<file path="config.mk">
export PLATFORM = sky130hd
export DESIGN_NAME = xcorr_peak_scheduler
export DESIGN_NICKNAME = d
export VERILOG_FILES = /design/src/rtl/xcorr_peak_scheduler.sv
export SDC_FILE = /design/constraint.sdc
export NUM_CORES = 1
export LEC_CHECK = 0
export ABC_AREA = 1
export CAP_MARGIN = 40
export CORE_MARGIN = 2
export CORE_UTILIZATION = 42
export CTS_CLUSTER_DIAMETER = 30
export DETAILED_ROUTE_END_ITERATION = 12
export SLEW_MARGIN = 25
export SYNTH_ARGS = -nofsm -noshare
export SYNTH_HDL_FRONTEND = slang
export SYNTH_SLANG_ARGS = --single-unit
</file>
<file path="constraint.sdc">
create_clock -name clk -period 3.4 [get_ports clk]
set_input_delay 0.34 -clock clk [delete_from_list [all_inputs] [get_ports clk]]
set_output_delay 0.34 -clock clk [all_outputs]
set_load 0.005 [all_outputs]
</file>
<file path="src/rtl/xcorr_peak_scheduler.sv">
// xcorr_peak_scheduler: periodically scans every lag of every correlation pair and reports the peak delay per pair.
// Define XCORR_PEAK_ABS_EN to rank lags by |rdData| instead of signed rdData.
module xcorr_peak_scheduler #(
    parameter int NUM_BITS_XCORR    = 32,
    parameter int MAX_SAMPLES_DELAY = 11,
    parameter int NUM_XCORRS        = 6,
    parameter int NUM_SAMPLES       = 1024,
    parameter int DECIMATION        = 64,
    parameter int LAG_W  = $clog2(MAX_SAMPLES_DELAY + 1) + 1,
    parameter int PAIR_W = $clog2(NUM_XCORRS),
    parameter int IDX_W  = $clog2(2 * MAX_SAMPLES_DELAY + 1)
) (
    input  logic                             clk,
    input  logic                             rst,
    input  logic                             xcorrValid,
    output logic [PAIR_W-1:0]                rdPair,
    output logic [IDX_W-1:0]                 rdLag,
    input  logic signed [NUM_BITS_XCORR-1:0] rdData,
    output logic                             peakValid,
    input  logic                             peakReady,
    output logic [NUM_XCORRS*LAG_W-1:0]      peakLag,
    output logic                             busy,
    output logic                             overrun
);
    localparam int NUM_LAGS = 2 * MAX_SAMPLES_DELAY + 1;
    localparam int WARM_W   = $clog2(NUM_SAMPLES + 1);
    localparam int DEC_W    = $clog2(DECIMATION + 1);

    typedef enum logic [1:0] {IDLE, SEARCH, HOLD} state_t;

    state_t                           state, state_nxt;
    logic [WARM_W-1:0]                warm_cnt;
    logic [DEC_W-1:0]                 dec_cnt;
    logic [PAIR_W-1:0]                pair;
    logic [IDX_W-1:0]                 lag;
    logic signed [NUM_BITS_XCORR-1:0] metric, best_val;
    logic [IDX_W-1:0]                 best_idx;
    logic                             warm_done, trigger, last_lag, last_addr, take;

    assign warm_done = warm_cnt == WARM_W'(NUM_SAMPLES);
    assign trigger   = xcorrValid && warm_done && dec_cnt == DEC_W'(DECIMATION - 1);
    assign last_lag  = lag == IDX_W'(NUM_LAGS - 1);
    assign last_addr = last_lag && pair == PAIR_W'(NUM_XCORRS - 1);

`ifdef XCORR_PEAK_ABS_EN
    localparam logic signed [NUM_BITS_XCORR-1:0] MAX_POS = {1'b0, {(NUM_BITS_XCORR-1){1'b1}}};
    // Most negative value has no positive twin, so it saturates to MAX_POS.
    assign metric = !rdData[NUM_BITS_XCORR-1] ? rdData : (rdData == ~MAX_POS ? MAX_POS : -rdData);
`else
    assign metric = rdData;
`endif

    // Lag 0 always seeds; later lags must be strictly greater so ties keep the lowest index.
    assign take = lag == '0 || metric > best_val;

    assign busy      = state == SEARCH;
    assign peakValid = state == HOLD;
    assign rdPair    = busy ? pair : '0;
    assign rdLag     = busy ? lag : '0;

    always_ff @(posedge clk or posedge rst) begin
        if (rst) state <= IDLE;
        else     state <= state_nxt;
    end

    always_comb begin
        state_nxt = state;
        case (state)
            IDLE:    state_nxt = trigger ? SEARCH : IDLE;
            SEARCH:  state_nxt = last_addr ? HOLD : SEARCH;
            HOLD:    state_nxt = peakReady ? IDLE : HOLD;
            default: state_nxt = IDLE;
        endcase
    end

    always_ff @(posedge clk or posedge rst) begin
        if (rst) begin
            warm_cnt <= '0;
            dec_cnt  <= '0;
            pair     <= '0;
            lag      <= '0;
            best_val <= '0;
            best_idx <= '0;
            peakLag  <= '0;
            overrun  <= 1'b0;
        end else begin
            if (xcorrValid && !warm_done)
                warm_cnt <= warm_cnt + 1'b1;
            else if (xcorrValid)
                dec_cnt <= dec_cnt == DEC_W'(DECIMATION - 1) ? '0 : dec_cnt + 1'b1;
            if (trigger && state != IDLE)
                overrun <= 1'b1;
            if (busy) begin
                lag  <= last_lag ? '0 : lag + 1'b1;
                pair <= last_addr ? '0 : (last_lag ? pair + 1'b1 : pair);
                if (take) begin
                    best_val <= metric;
                    best_idx <= lag;
                end
                if (last_lag)
                    peakLag[pair*LAG_W +: LAG_W] <= LAG_W'(take ? lag : best_idx) - LAG_W'(MAX_SAMPLES_DELAY);
            end
        end
    end
endmodule

</file>
==> results.py <==
metrics = {
    "finish": {
        "fin_nets": 756,
        "synthToLayoutAreaGrowth_pct": 25.3,
        "drive_gt1_frac": 0.0647,
        "n_fill_cell": 1114,
        "layout.cells.non_filler": 827,
        "diodes": 0,
    },
    "critical_path": {
        "end_kind": "flop",
        "startpoint_type": "primary input",
        "worstPathRequired_ns": 3.67,
        "cp.arrival_ns": 3.18,
        "reg2reg_from": "best_val[19]",
        "r2r_end": "peakLag[29]",
        "crit_fanout": 7,
        "worst-setup-path-type": "in2reg",
        "ff2ff_path_depth": 16,
        "ff2ff_setup_slack_ns": 0.61,
    },
    "clock_tree": {
        "cts.sinks": 96,
        "cts_buffers": 9,
        "post_cts_buffers": 0,
        "cts_resized": 0,
        "path_clk_slew_ns": 0.07,
        "clockBufferDepth": 2,
        "clock_latency_ns": 0.34,
        "hold_buffers": 0,
        "cts_tree": "done",
        "cts_htree_levels": 3,
        "cts_root_buffer": "clkbuf_16",
    },
    "timing": {
        "fin_crit_ns": 2.91,
        "finalHoldViolCount": 0,
        "fin_setup_tns_ns": 0,
        "fmax_mhz": 343,
        "worst-slew-pin-transition_ns": 0.697,
        "slew_headroom": 0.533,
        "setup-violations-final": 0,
        "clock_skew_ns": 0.00841,
        "rsz0062_at_grt": "false",
        "period_share": 0.857,
        "slew_violations": 0,
    },
    "die": {
        "row_count": 40,
        "die_area_sq_mm": 0.0129,
        "core-area_sq_mm": 0.0119,
        "start_util": 0.426,
        "io_pins": 77,
        "die_y_um": 114,
        "fp.dieW_um": 114,
    },
    "grt": {
        "grt_pass1_vias": 3963,
        "gr-total-overflow": 0,
        "grt_util_all_layers": 0.177,
        "grt_max_degree": 49,
        "antenna_found_initial": 0,
        "grt_pass1_wl_um": 18300,
    },
    "synth": {
        "synth_area_per_cell_sq_um": 8.53,
        "synth_nets": 671,
        "synth_flop_cell": "dfrtp_1",
        "yosys.area.top_type": "dfrtp_1",
        "synth_cell_types": 37,
        "ys_ff_latch": 96,
        "ys_top_cells_by_area": "dfrtp_1 48%, ha_1 11%, nand2_1 8.9%, inv_1 6.6%, o21ai_0 4.8%",
        "synthCells": 592,
        "synth_edf_count": 0,
        "async_reset_ff_frac": 1.00,
        "ys_seq_area_frac": 0.476,
        "yosys.area.top_type_share": 0.476,
        "synth_warnings": 0,
        "syn_area_sq_mm": 0.00505,
    },
    "placement": {
        "dp.cells": 813,
        "dp_hpwl_um": 8050,
        "port_buffers": 76,
        "gp_congestion": 0.826,
    },
    "route": {
        "ant_nets": 0,
        "dr.pass1.iters": 5,
        "wirelength_um": 10400,
        "dr.first_iter.drc_count": 175,
        "via_count": 4014,
        "drc": 0,
        "avgRoutedWirePerCell_um": 12.6,
        "routed_via_density": 4.85,
    },
    "pwr": {
        "p_leak_nw": 3.06,
        "power_mw": 2.43,
        "power_density_mw_per_mm2": 384,
        "ir_worst_vdd_v": 0.000357,
    },
    "hold_path": {
        "hold_path.class": "in2async",
    },
    "run": {
        "maxCapViolCount": 0,
    },
    "run_status": {
        "outcome": "completed",
    },
}
how the worst max path moves through the flow:
stage               slack, ns  cells past startpoint          end  startpoint
global placement         0.19                     19   peakLag[4]  rdData[31]
global route             0.17                     16  peakLag[29]  rdData[31]
finish                   0.49                     16  peakLag[29]  rdData[31]
detailed placement        0.1                     16   peakLag[9]  rdData[31]
CTS                      0.46                     16  peakLag[29]  rdData[31]
floorplan                0.55                      1  best_idx[0]         rst
per-stage QoR:
| step | worst slack [ns] | area [sq um] | util | hold WS [ns] |
|---|---|---|---|---|
| after global routing | 0.172 | 6330 | 0.534 | 0.258 |
| after floorplan | 0.555 | 5050 | - | 0.438 |
| final | 0.487 | 6330 | 0.534 | 0.232 |
| after CTS | 0.464 | 6330 | 0.534 | 0.229 |
| after detailed placement | 0.0951 | 6050 | 0.510 | 0.461 |
| after global placement | 0.193 | 6030 | 0.508 | 0.462 |
synthesized netlist by cell type, types with 2 or more instances:
library cell / number
nand2_1: 120
dfrtp_1: 96
inv_1: 89
nor2_1: 53
o21ai_0: 48
ha_1: 43
a21oi_1: 40
nand3_1: 23
nand2_2: 9
nand4_1: 9
nor3_1: 9
xor2_1: 9
buf_2: 6
o21ai_1: 6
xnor2_1: 3
a21o_1: 2
and3_1: 2
clkbuf_1: 2
mux2_2: 2
nor2_4: 2
nor4_1: 2
o21a_1: 2
state kept, by name, summed over array words and instances, names as in the netlist:
name and count:
warm_cnt 11, best_idx 5, dec_cnt 7, state 2
lag 5, best_val 32, pair 3, overrun 1
peakLag 30
report_power, final:
part / internal, mW / switching (mW) / leakage (nW)
combinational: 0.0960 / 0.103 / 1.92
sequential: 1.19 / 0.0484 / 1.01
clock: 0.563 / 0.426 / 0.134
total: 1.85 / 0.577 / 3.06
placed cells by master (no fill, tap or decap), types with 23 or more instances in the layout:
cell / instances
clkdlybuf4s50_1: 76
o21ai_0: 48
ha_1: 43
nand3_1: 23
nor2_1: 53
dfrtp_1: 96
inv_1: 88
nand2_1: 120
a21oi_1: 40
cells by family (layout without fill, tap and decap cells):
group                      count (synthesis)  after routing  synth area share
and+or+nand+nor                          236            236             0.208
AOI/OAI and AO/OA                        103            103             0.107
buffers and inverters                     99            187            0.0751
DFF                                       96             96             0.476
adders and majority gates                 43             43             0.107
xor gates and xnor gates                  12             12            0.0208
muxes                                      3              3           0.00644
per-layer routing:
metal  up-vias  global-route usage  share of wire
li1       2077                   -              -
met1      1863               0.243           0.50
met2        61               0.281           0.45
met3        13              0.0292          0.033
met4         0              0.0691          0.019
met5         -                   0              0
final cells by class:
type / instances / area (sq um) / area share
sequential: 96 / 2400 / 0.380
multi-input combinational: 397 / 2270 / 0.359
inverter: 90 / 339 / 0.0536
tap: 147 / 184 / 0.0291
timing repair buffer: 83 / 851 / 0.134
clock inverter: 5 / 58.8 / 0.00929
clock buffer: 9 / 225 / 0.0356
worst max-delay path: stages:
cell and delay [ns]:
clkdlybuf4s50_1 0.45, ha_1 0.37, nand2_1 0.10, nor2_2 0.14, nand2_2 0.08, nor4_4 0.19
nand4_1 0.19, nand3_4 0.16, nand2_4 0.09, nand2_2 0.08, nand2_2 0.08, ha_1 0.22
nand3b_2 0.24, nand3_1 0.16, nand4_1 0.14, a21oi_1 0.16
Note: power is estimated with default switching activity, not from simulation.
